$ cat config.mk
export PLATFORM = sky130hd
export DESIGN_NAME = dac_spi_tx
export DESIGN_NICKNAME = d
export VERILOG_FILES = /design/src/rtl/dac_spi_tx.sv
export SDC_FILE = /design/constraint.sdc
export NUM_CORES = 1
export LEC_CHECK = 0
export ABC_AREA = 1
export CORE_UTILIZATION = 40
export CTS_BUF_LIST = sky130_fd_sc_hd__clkbuf_16
export CTS_CLUSTER_DIAMETER = 40
export DETAILED_ROUTE_END_ITERATION = 7
export SYNTH_ARGS = -nofsm -noshare
export SYNTH_HDL_FRONTEND = slang
export SYNTH_SLANG_ARGS = --single-unit
$ cat constraint.sdc
create_clock -name clk -period 2.2 [get_ports clk]
set_clock_uncertainty 0.15 [all_clocks]
set_input_delay 0.44 -clock clk [delete_from_list [all_inputs] [get_ports clk]]
set_output_delay 0.44 -clock clk [all_outputs]
set_load 0.01 [all_outputs]
$ cat src/rtl/dac_spi_tx.sv
// Serial driver for a TLC5615-class DAC: 12-bit frames ({sample,2'b00}, MSB first), 25*CLK_DIV cycles with cs_n low, then GAP_CYC quiet cycles.
// Requests arriving while busy are dropped and are counted only when DAC_OVERRUN_CNT_EN is defined.
module dac_spi_tx #(
  parameter int CLK_DIV = 2,
  parameter int GAP_CYC = 4
) (
  input  logic       clk,
  input  logic       rst,
  input  logic [9:0] wave_data,
  input  logic       sample_en,
  output logic       busy,
  output logic       frame_done,
  output logic       dac_cs_n,
  output logic       dac_sclk,
  output logic       dac_din,
  output logic [7:0] overrun_cnt
);

  localparam logic [2:0] ST_IDLE     = 3'd0;
  localparam logic [2:0] ST_SETUP    = 3'd1;
  localparam logic [2:0] ST_SHIFT_HI = 3'd2;
  localparam logic [2:0] ST_SHIFT_LO = 3'd3;
  localparam logic [2:0] ST_GAP      = 3'd4;

  localparam logic [7:0] DIV_LAST = 8'(CLK_DIV - 1);
  localparam logic [7:0] GAP_LAST = 8'(GAP_CYC - 1);

  logic [2:0]  r_state;
  logic [7:0]  r_cnt;
  logic [3:0]  r_bit;
  logic [11:0] r_sreg;
  logic        r_busy;
  logic        r_done;
  logic        r_cs_n;
  logic        r_sclk;

  logic w_div_end;
  logic w_gap_end;

  assign w_div_end = (r_cnt == DIV_LAST);
  assign w_gap_end = (r_cnt == GAP_LAST);

  // Serial data is the shift register MSB; it empties to zero after 12 shifts, so din idles low.
  assign dac_din    = r_sreg[11];
  assign busy       = r_busy;
  assign frame_done = r_done;
  assign dac_cs_n   = r_cs_n;
  assign dac_sclk   = r_sclk;

  always_ff @(posedge clk) begin
    if (rst) begin
      r_state <= ST_IDLE;
      r_cnt   <= 8'd0;
      r_bit   <= 4'd0;
      r_sreg  <= 12'd0;
      r_busy  <= 1'b0;
      r_done  <= 1'b0;
      r_cs_n  <= 1'b1;
      r_sclk  <= 1'b0;
    end else begin
      r_done <= 1'b0;
      case (r_state)
        ST_IDLE: begin
          if (sample_en) begin
            r_sreg  <= {wave_data, 2'b00};
            r_state <= ST_SETUP;
            r_cs_n  <= 1'b0;
            r_busy  <= 1'b1;
            r_cnt   <= 8'd0;
            r_bit   <= 4'd0;
          end
        end
        ST_SETUP: begin
          if (w_div_end) begin
            r_cnt   <= 8'd0;
            r_state <= ST_SHIFT_HI;
            r_sclk  <= 1'b1;
          end else begin
            r_cnt <= r_cnt + 8'd1;
          end
        end
        ST_SHIFT_HI: begin
          // Advance data on the falling edge so din is stable across the whole high phase.
          if (w_div_end) begin
            r_cnt   <= 8'd0;
            r_state <= ST_SHIFT_LO;
            r_sclk  <= 1'b0;
            r_sreg  <= {r_sreg[10:0], 1'b0};
            r_bit   <= r_bit + 4'd1;
          end else begin
            r_cnt <= r_cnt + 8'd1;
          end
        end
        ST_SHIFT_LO: begin
          if (w_div_end) begin
            r_cnt <= 8'd0;
            if (r_bit < 4'd12) begin
              r_state <= ST_SHIFT_HI;
              r_sclk  <= 1'b1;
            end else begin
              r_state <= ST_GAP;
              r_cs_n  <= 1'b1;
            end
          end else begin
            r_cnt <= r_cnt + 8'd1;
          end
        end
        ST_GAP: begin
          if (w_gap_end) begin
            r_cnt   <= 8'd0;
            r_state <= ST_IDLE;
            r_busy  <= 1'b0;
            r_done  <= 1'b1;
          end else begin
            r_cnt <= r_cnt + 8'd1;
          end
        end
        default: begin
          r_state <= ST_IDLE;
          r_cnt   <= 8'd0;
          r_cs_n  <= 1'b1;
          r_sclk  <= 1'b0;
          r_busy  <= 1'b0;
        end
      endcase
    end
  end

`ifdef DAC_OVERRUN_CNT_EN
  logic [7:0] r_ovr;

  always_ff @(posedge clk) begin
    if (rst) begin
      r_ovr <= 8'd0;
    end else if (sample_en && r_busy && (r_ovr != 8'hFF)) begin
      r_ovr <= r_ovr + 8'd1;
    end
  end

  assign overrun_cnt = r_ovr;
`else
  assign overrun_cnt = 8'd0;
`endif

endmodule
==> results.json, run 1 <==
{
  "run_status": "completed",
  "irDropWorstVdd_uv": 579,
  "n_antenna_cell": 0,
  "worstPathArrival_ns": 1.14,
  "cts_tree": "done",
  "grt_pass1_vias": 1354,
  "met1Wirelength_um": 1650,
  "drt-wirelength-per-cell_um": 11.1,
  "detailedRoute.firstPassIterationCount": 4,
  "reg2reg_from": "r_cnt[0]",
  "worstSkewPairLatency_ns": 0.27,
  "power_leakage_nw": 0.869,
  "comb_power_share": 0.465,
  "max_stage_delay_ns": 0.54,
  "drtAntennaViolNets": 0,
  "area_growth_pct": 16.0,
  "global_route_usage_over_all_layers": 0.174,
  "setup_repair_after_global_routing_missed_its_margin": "false",
  "grt_antenna_before_repair": 0,
  "synth.mux.area_fraction": 0,
  "totalWireLength_um": 3450,
  "report.final.slew_viol_count": 0,
  "cts_setup_buffers": 0,
  "final.setup.worst_slack_ns": 0.469,
  "post-place-ws_ns": 0.313,
  "timing.reg2reg.worst_path_depth": 7,
  "final.min_clock_period_ns": 1.73,
  "worst-path-stages": 1,
  "finalHoldViolCount": 0,
  "fillerInstances": 453,
  "first_drt_iteration_drcs": 96,
  "layout.nets": 278,
  "ys_seq_area_frac": 0.326,
  "timing.critical_path.to_type": "primary output",
  "synth.lib_cells_used.distinct": 33,
  "crit_buf_inv": 1,
  "p_per_area_mw_per_mm2": 1230,
  "mostFrequentLayoutCells": "nand2_1 (45), inv_1 (30), dfxtp_1 (29)",
  "syn_area_per_cell_sq_um": 7.27,
  "fp.dieW_um": 68.7,
  "met2_wirelength_um": 1640,
  "num_vias": 1469,
  "dr.max_layer_used": "met4",
  "fraction_of_synthesized_cell_area_in_xor_and_xnor_cells": 0.0197,
  "ys_ff_latch": 29,
  "port_buffers": 17,
  "clockBufferDepth": 2,
  "crit_chain": "clkdlybuf4s50_1",
  "netSwitchingFraction": 0.419,
  "tritoncts_num_sinks": 29,
  "net-switching-power_w": 0.00106,
  "timing.critical_path.from_type": "register",
  "maximum_number_of_pins_on_one_net_before_global_route_repair": 24,
  "resize_count_post_cts": 0,
  "cts-htree-levels": 2,
  "synthAdderAreaFrac": 0.0211,
  "core.rowCount": 23,
  "cp_slowest_cell": "clkdlybuf4s50_1",
  "share_seq_of_total_power": 0.292,
  "clk_transition_reported_paths_ns": 0.05,
  "initial_core_util": 0.430,
  "drc": 0,
  "worstSetupEndpoint": "busy",
  "internal-power_w": 0.00148,
  "die-height_um": 68.7,
  "first_pass_grt_wire_length_um": 5940,
  "setup_total_negative_slack_ns": 0,
  "synth_compound_area_frac": 0.138,
  "p_clk_frac": 0.242,
  "simple_gate_share_of_the_synthesized_area": 0.351,
  "worst_ep_required_time_ns": 1.61,
  "core-area_sq_mm": 0.00414,
  "setup-violations-final": 0,
  "grt_overflow": 0,
  "final_common_cell": "nand2_1",
  "worst_hold_path_type": "reg -> reg",
  "criticalPathCategory": "reg -> out",
  "io-pin-count": 26,
  "dp_hpwl_um": 2480,
  "ctsHoldBuffers": 0,
  "die-area_sq_mm": 0.00473,
  "finalCritPeriodShare": 0.787,
  "max_freq_ghz": 0.578,
  "max_cap_viol_count": 0,
  "cp_max_fo": 2,
  "critical_path.startpoint": "busy",
  "syn-cell-area_sq_mm": 0.00178,
  "routability_congestion": 0.750,
  "drive_gt1_frac": 0.183,
  "yosys_warnings": 0,
  "drt-vias-per-instance": 4.71,
  "synth_cells": 245,
  "worst_r2r_endpoint": "r_bit[1]",
  "routed-wl-met3_um": 119,
  "timing.reg2reg.setup_slack_ns": 0.52,
  "main_combinational_cell_family_by_area_after_synthesis": "simple AND/OR/NAND/NOR gates",
  "numCtsBuffers": 5,
  "clock-root-buffer": "clkbuf_16",
  "cpLargestDelayFamily": "buffers and inverters"
}
[cells in the mapped netlist (all sizes together)]
cell    instances  area, sq um
nand3          26          155
nand3b          2         27.5
dfxtp          29          581
o21a            1         7.51
xor2            3         26.3
inv            34          133
buf            14          114
nand4           3         18.8
conb            1         3.75
nor2           28          125
xnor2           1         8.76
ha              3         37.5
nor3            2         15.0
o21ai          15         97.6
a21oi          19          133
o211ai          1         7.51
nand2          61          284
clkbuf          2         7.51
[flip-flops by register name (all words and copies together), names as in the netlist]
name / flops
r_state: 3
dac_sclk: 1
r_sreg: 10
dac_cs_n: 1
frame_done: 1
r_bit: 4
r_cnt: 8
busy: 1
[kinds of logic after synthesis]
kind of cell / count (synthesis)
AOI/OAI and AO/OA: 36
xor gates and xnor gates: 4
adders and majority gates: 3
buffers and inverters: 50
DFF: 29
other: 1
and+or+nand+nor: 122
[area by class of cell]
cell class,instances,area [sq um],area share
Timing Repair Buffer,19,185,0.0896
Multi-Input combinational cell,173,973,0.471
Clock buffer,5,125,0.0605
Tap cell,50,62.6,0.0303
Sequential cell,29,581,0.281
Inverter,34,133,0.0642
Clock inverter,2,7.51,0.00363
[how the worst min path moves through the flow]
| stage | startpoint | end | slack [ns] | depth (start not counted) |
|---|---|---|---|---|
| final | dac_cs_n | dac_cs_n | 0.31 | 2 |
| after global placement | dac_cs_n | dac_cs_n | 0.29 | 2 |
| after global routing | r_sreg[2] | r_sreg[2] | 0.35 | 2 |
| after CTS | dac_cs_n | dac_cs_n | 0.31 | 2 |
| after detailed placement | dac_cs_n | dac_cs_n | 0.30 | 2 |
| after floorplan | r_sreg[2] | r_sreg[2] | 0.31 | 2 |
[stage by stage]
| step | power [W] | instances | instance area, sq um | hold slack, ns | util |
|---|---|---|---|---|---|
| after global routing | 0.00277 | 312 | 2070 | 0.352 | 0.499 |
| after global placement | 0.00194 | 305 | 1930 | 0.293 | 0.467 |
| after CTS | 0.00258 | 312 | 2070 | 0.312 | 0.499 |
| after detailed placement | 0.00194 | 305 | 1930 | 0.300 | 0.467 |
| after floorplan | 0.00174 | 252 | 1810 | 0.307 | - |
| final | 0.00254 | 312 | 2070 | 0.309 | 0.499 |
[power by group through the flow]
stage	combinational (W)	clock, W	sequential [W]
2_1_floorplan	0.000996	0	0.000747
3_3_place_gp	0.00119	0	0.000751
3_5_place_dp	0.00119	0	0.000752
4_1_cts	0.00120	0.000636	0.000743
5_1_grt	0.00136	0.000658	0.000758
6_report	0.00118	0.000616	0.000742
[routing by layer]
layer / vias to the layer above / track usage
li1: 792 / -
met1: 645 / 0.204
met2: 27 / 0.295
met3: 5 / 0.0493
met4: 0 / 0.0765
met5: - / 0
Power figures use the tool's default switching activity.
==> run 2: changes to the inputs <==
- clock period: 2.2 -> 1.6 ns (I/O delays scaled with it)
==> run 2 against run 1 <==
  * Highest routed layer unchanged
  * Total power is 49% higher
  * Flip-flop and latch count is the same
  * Core utilization is 2.7 points higher
  * Critical path type is now reg -> reg
  * Critical path depth is 6 higher
  * Wire length increased by 3.0%
==> results.json, run 2 (same netlist as run 1, synthesis figures left out) <==
{
  "totalWireLength_um": 3560,
  "worstSkewPairLatency_ns": 0.28,
  "drt-wirelength-per-cell_um": 11.1,
  "drc": 0,
  "core.rowCount": 23,
  "worst_r2r_endpoint": "r_state[2]",
  "clockBufferDepth": 2,
  "clock-root-buffer": "clkbuf_16",
  "dp_hpwl_um": 2480,
  "first_pass_grt_wire_length_um": 6240,
  "final.min_clock_period_ns": 1.48,
  "holdWs_ns": 0.306,
  "port_buffers": 17,
  "report.final.slew_viol_count": 0,
  "largest_register": "r_sreg",
  "hold_depth": 2,
  "finalHoldViolCount": 0,
  "cts_tree": "done",
  "timing.critical_path.to_type": "register",
  "first_drt_iteration_drcs": 148,
  "setup_repair_after_global_routing_missed_its_margin": "false",
  "die-area_sq_mm": 0.00473,
  "num_vias": 1509,
  "area_growth_pct": 22.3,
  "timing.reg2reg.setup_slack_ns": 0.12,
  "finalCritPeriodShare": 0.925,
  "largest_register_ff_count": 10,
  "worst_ep_required_time_ns": 1.66,
  "timing.reg2reg.worst_path_depth": 7,
  "run_status": "completed",
  "post-route-util": 0.526,
  "maximum_number_of_pins_on_one_net_before_global_route_repair": 19,
  "numCtsBuffers": 5,
  "setup-violations-final": 0,
  "fp.dieW_um": 68.7,
  "post-place-ws_ns": -0.123,
  "die-height_um": 68.7,
  "drt-vias-per-instance": 4.72,
  "clk_transition_reported_paths_ns": 0.05,
  "initial_core_util": 0.430,
  "final.setup.worst_slack_ns": 0.121,
  "post-layout-total-power_w": 0.00379,
  "irDropWorstVdd_uv": 793,
  "drive_gt1_frac": 0.226,
  "detailedRoute.firstPassIterationCount": 4,
  "grt_overflow": 0,
  "n_antenna_cell": 0,
  "routability_congestion": 0.779,
  "global_route_usage_over_all_layers": 0.185,
  "final_common_cell": "nand2_1",
  "setup_total_negative_slack_ns": 0,
  "reg2reg_from": "r_cnt[0]",
  "core-area_sq_mm": 0.00414,
  "grt_antenna_before_repair": 0,
  "cts-htree-levels": 2,
  "p_per_area_mw_per_mm2": 1740,
  "max_freq_ghz": 0.676,
  "fillerInstances": 408,
  "tritoncts_num_sinks": 29,
  "hold_start": "dac_cs_n",
  "critical_path.startpoint": "r_cnt[0]",
  "mostFrequentLayoutCells": "nand2_1 (45), inv_1 (29), dfxtp_1 (27)",
  "drtAntennaViolNets": 0,
  "criticalPathCategory": "reg -> reg",
  "timing.critical_path.from_type": "register",
  "biggestRegsByFlops": "r_sreg x10, r_cnt x8, r_bit x4",
  "cp_max_fo": 9,
  "power_leakage_nw": 0.948,
  "worstPathArrival_ns": 1.54,
  "grt_pass1_vias": 1359,
  "worst_hold_path_type": "reg -> reg",
  "io-pin-count": 26,
  "ctsHoldBuffers": 0,
  "timing.hold.worst_endpoint": "dac_cs_n",
  "layout.nets": 285,
  "max_cap_viol_count": 0
}
-- run 2: layer usage --
layer,part of all wire,global-route usage
met5,0,0
met4,0.017,0.0689
met3,0.046,0.0707
met2,0.44,0.283
met1,0.49,0.235
-- run 2: worst max-delay path by stage --
| stage | end | slack [ns] | depth (start not counted) |
|---|---|---|---|
| global route | r_state[0] | 0.0002 | 6 |
| detailed placement | r_state[0] | -0.12 | 7 |
| global placement | r_state[2] | -0.09 | 7 |
| finish | r_state[2] | 0.12 | 7 |
| CTS | frame_done | 0.02 | 1 |
| floorplan | r_sreg[10] | 0.18 | 9 |
-- run 2: area by class of cell --
class | instances | area, sq um | area share
inverters | 34 | 133 | 0.0608
multi-input cells | 173 | 983 | 0.451
clock buffers | 5 | 125 | 0.0574
repair buffers | 26 | 251 | 0.115
clock inverters | 3 | 41.3 | 0.0189
well taps | 50 | 62.6 | 0.0287
flip-flops and latches | 29 | 583 | 0.268
-- run 2: critical path, stage by stage (launching register included) --
cell and delay [ns]:
dfxtp_2 0.36, ha_2 0.19, nand2_1 0.11, o21ai_4 0.22, nand3_4 0.15, nand2_1 0.09, nand2_1 0.05, nor2_1 0.09
-- run 2: timing repair --
item	CTS	global route
buffers inserted	0	1
pin swaps	0	3
endpoints found under the setup margin	4	25
resized for setup	4	9
gates cloned	0	0
-- run 2: per-stage QoR --
step | std cells | instance area [sq um]
final | 320 | 2180
after global routing | 320 | 2180
after CTS | 319 | 2150
after detailed placement | 311 | 1990
after global placement | 311 | 1990
after floorplan | 252 | 1810
-- run 2: report_power, final --
part	leakage, nW	switching (W)	internal [W]	total [W]
registers	0.237	0.000123	0.000887	0.00101
clock network	0.0775	0.000332	0.000727	0.00106
logic	0.633	0.00109	0.000634	0.00172
total	0.948	0.00154	0.00225	0.00379
==> run 3: changes to the inputs <==
- CAP_MARGIN: default -> 20
- CORE_UTILIZATION: 40 -> 45
- PLACE_DENSITY: default -> 0.68
==> run 3 against run 2 <==
  * Critical endpoint is now frame_done
  * Non-clock buffer count rose by 1
  * Sequential power barely moved
  * Worst hold slack improved by 0.0062 ns
  * Cell area is essentially flat
  * Highest routed layer unchanged
  * First-iteration DRC count is 52% lower
  * Maximum frequency is 5.8% lower
  * Clock-buffer cell count stayed put
  * Register-to-register slack hardly changed
  * Via count increased by 0.99%
  * Wire length decreased by 1.0%
  * Sequential share of layout area barely moved
==> results.json, run 3 (same netlist as run 1, synthesis figures left out) <==
{
  "irDropWorstVdd_uv": 1160,
  "die-area_sq_mm": 0.00422,
  "share_seq_of_total_power": 0.276,
  "timing.critical_path.to_type": "primary output",
  "n_antenna_cell": 0,
  "max_stage_delay_ns": 0.52,
  "cpLargestDelayFamily": "buffers and inverters",
  "p_per_area_mw_per_mm2": 1690,
  "cp_slowest_cell": "clkdlybuf4s50_1",
  "max_cap_viol_count": 0,
  "core-area_sq_mm": 0.00372,
  "internal-power_w": 0.00214,
  "area_growth_pct": 22.3,
  "placed_cells": 309,
  "tritoncts_num_sinks": 29,
  "clockBufferDepth": 2,
  "numCtsBuffers": 5,
  "layout.nets": 286,
  "non_filler_instance_count_after_layout": 319,
  "detailedRoute.firstPassIterationCount": 4,
  "port_buffers": 17,
  "run_status": "completed",
  "p_clk_frac": 0.234,
  "ctsHoldBuffers": 0,
  "cp_max_fo": 1,
  "clock-root-buffer": "clkbuf_16",
  "drive_gt1_frac": 0.221,
  "net-switching-power_w": 0.00153,
  "num_vias": 1524,
  "timing.reg2reg.setup_slack_ns": 0.11,
  "io-pin-count": 26,
  "fp.dieW_um": 64.9,
  "post-layout-total-power_w": 0.00367,
  "final.min_clock_period_ns": 1.57,
  "finish.instance_area_sq_mm": 0.00218,
  "first_pass_grt_wire_length_um": 6050,
  "mostFrequentLayoutCells": "nand2_1 (45), inv_1 (32), dfxtp_1 (27)",
  "initial_core_util": 0.479,
  "dp_hpwl_um": 2500,
  "crit_buf_inv": 1,
  "fillerInstances": 359,
  "worst_hold_path_type": "reg -> reg",
  "max_freq_ghz": 0.636,
  "power_leakage_nw": 0.947,
  "clk_transition_reported_paths_ns": 0.05,
  "netSwitchingFraction": 0.416,
  "grt_pass1_vias": 1417,
  "finalHoldViolCount": 0,
  "drt-wirelength-per-cell_um": 11.0,
  "core.rowCount": 22,
  "final.setup.worst_slack_ns": 0.0289,
  "largest_register_ff_count": 10,
  "crit_chain": "clkdlybuf4s50_1",
  "comb_power_share": 0.491,
  "setup-violations-final": 0,
  "cts-htree-levels": 2,
  "drt-vias-per-instance": 4.78,
  "timing.critical_path.from_type": "register",
  "drc": 0,
  "finalCritPeriodShare": 0.982,
  "grt_overflow": 0,
  "worstPathArrival_ns": 1.10,
  "grt_antenna_before_repair": 0,
  "postPlaceCellArea_sq_mm": 0.00199,
  "post-place-ws_ns": -0.127,
  "routability_congestion": 0.850,
  "first_drt_iteration_drcs": 71,
  "die-height_um": 64.9,
  "maximum_number_of_pins_on_one_net_before_global_route_repair": 24,
  "report.final.slew_viol_count": 0,
  "criticalPathCategory": "reg -> out",
  "biggestRegsByFlops": "r_sreg x10, r_cnt x8, r_bit x4",
  "cts_tree": "done",
  "largest_register": "r_sreg",
  "worstSkewPairLatency_ns": 0.28,
  "worst_ep_required_time_ns": 1.13,
  "drtAntennaViolNets": 0,
  "global_route_usage_over_all_layers": 0.190,
  "final_common_cell": "nand2_1",
  "totalWireLength_um": 3520
}
-- run 3: cell types whose count changed in the layout (fill, tap and decap cells not counted), sizes merged --
cell,before,now
dlymetal6s2s,1,0
inv,34,37
clkbuf,5,6
clkinvlp,1,0
clkinv,1,0
clkdlybuf4s50,12,13
bufinv,1,0
-- run 3: power by group through the flow --
stage	clock, W	sequential [W]	combinational [W]
after floorplan	0	0.00103	0.00137
after global placement	0	0.00102	0.00173
after detailed placement	0	0.00102	0.00174
after CTS	0.000879	0.00101	0.00173
after global routing	0.000914	0.00104	0.00201
final	0.000858	0.00101	0.00180
-- run 3: layout make-up --
type	count	area (sq um)	area share
Multi-Input combinational cell	173	988	0.454
Sequential cell	29	583	0.268
Timing Repair Buffer	27	278	0.128
Inverter	34	133	0.0609
Clock buffer	5	125	0.0574
Tap cell	48	60.1	0.0276
Clock inverter	3	11.3	0.00517
-- run 3: final timing paths --
kind              cells after the start    endpoint       start
setup / recovery                      1  frame_done  frame_done
hold / removal                        2    dac_cs_n    dac_cs_n
setup reg to reg                      7  r_state[2]    r_cnt[6]
hold reg to reg                       2    dac_cs_n    dac_cs_n
-- run 3: through the flow --
| step | TNS, ns | util | hold slack [ns] |
|---|---|---|---|
| 2_1_floorplan | 0 | - | 0.307 |
| 3_3_place_gp | -1.26 | 0.535 | 0.295 |
| 3_5_place_dp | -1.69 | 0.535 | 0.305 |
| 4_1_cts | 0 | 0.571 | 0.316 |
| 5_1_grt | -0.000474 | 0.586 | 0.351 |
| 6_report | 0 | 0.586 | 0.313 |
-- run 3: timing repair --
item / CTS / global route
gates cloned: 0 / 1
endpoints found under the hold margin: 0 / 0
pin swaps: 0 / 2
buffers inserted: 0 / 1
setup endpoints to repair: 4 / 25
gates resized for setup: 4 / 9
-- run 3: worst reg2reg max path, stage by stage, from the launching register on --
cell,delay [ns]
dfxtp_1,0.33
nor2_1,0.14
nand2_2,0.16
o21ai_4,0.25
nand3_4,0.15
nand2_1,0.10
nand2_1,0.05
nor2_1,0.10
-- run 3: routing by layer --
metal / GRT usage / vias up / wire (um)
met3: 0.0475 / 7 / 118
met1: 0.228 / 685 / 1720
met4: 0.108 / 0 / 80
met2: 0.306 / 26 / 1600
li1: - / 806 / -
met5: 0 / - / 0
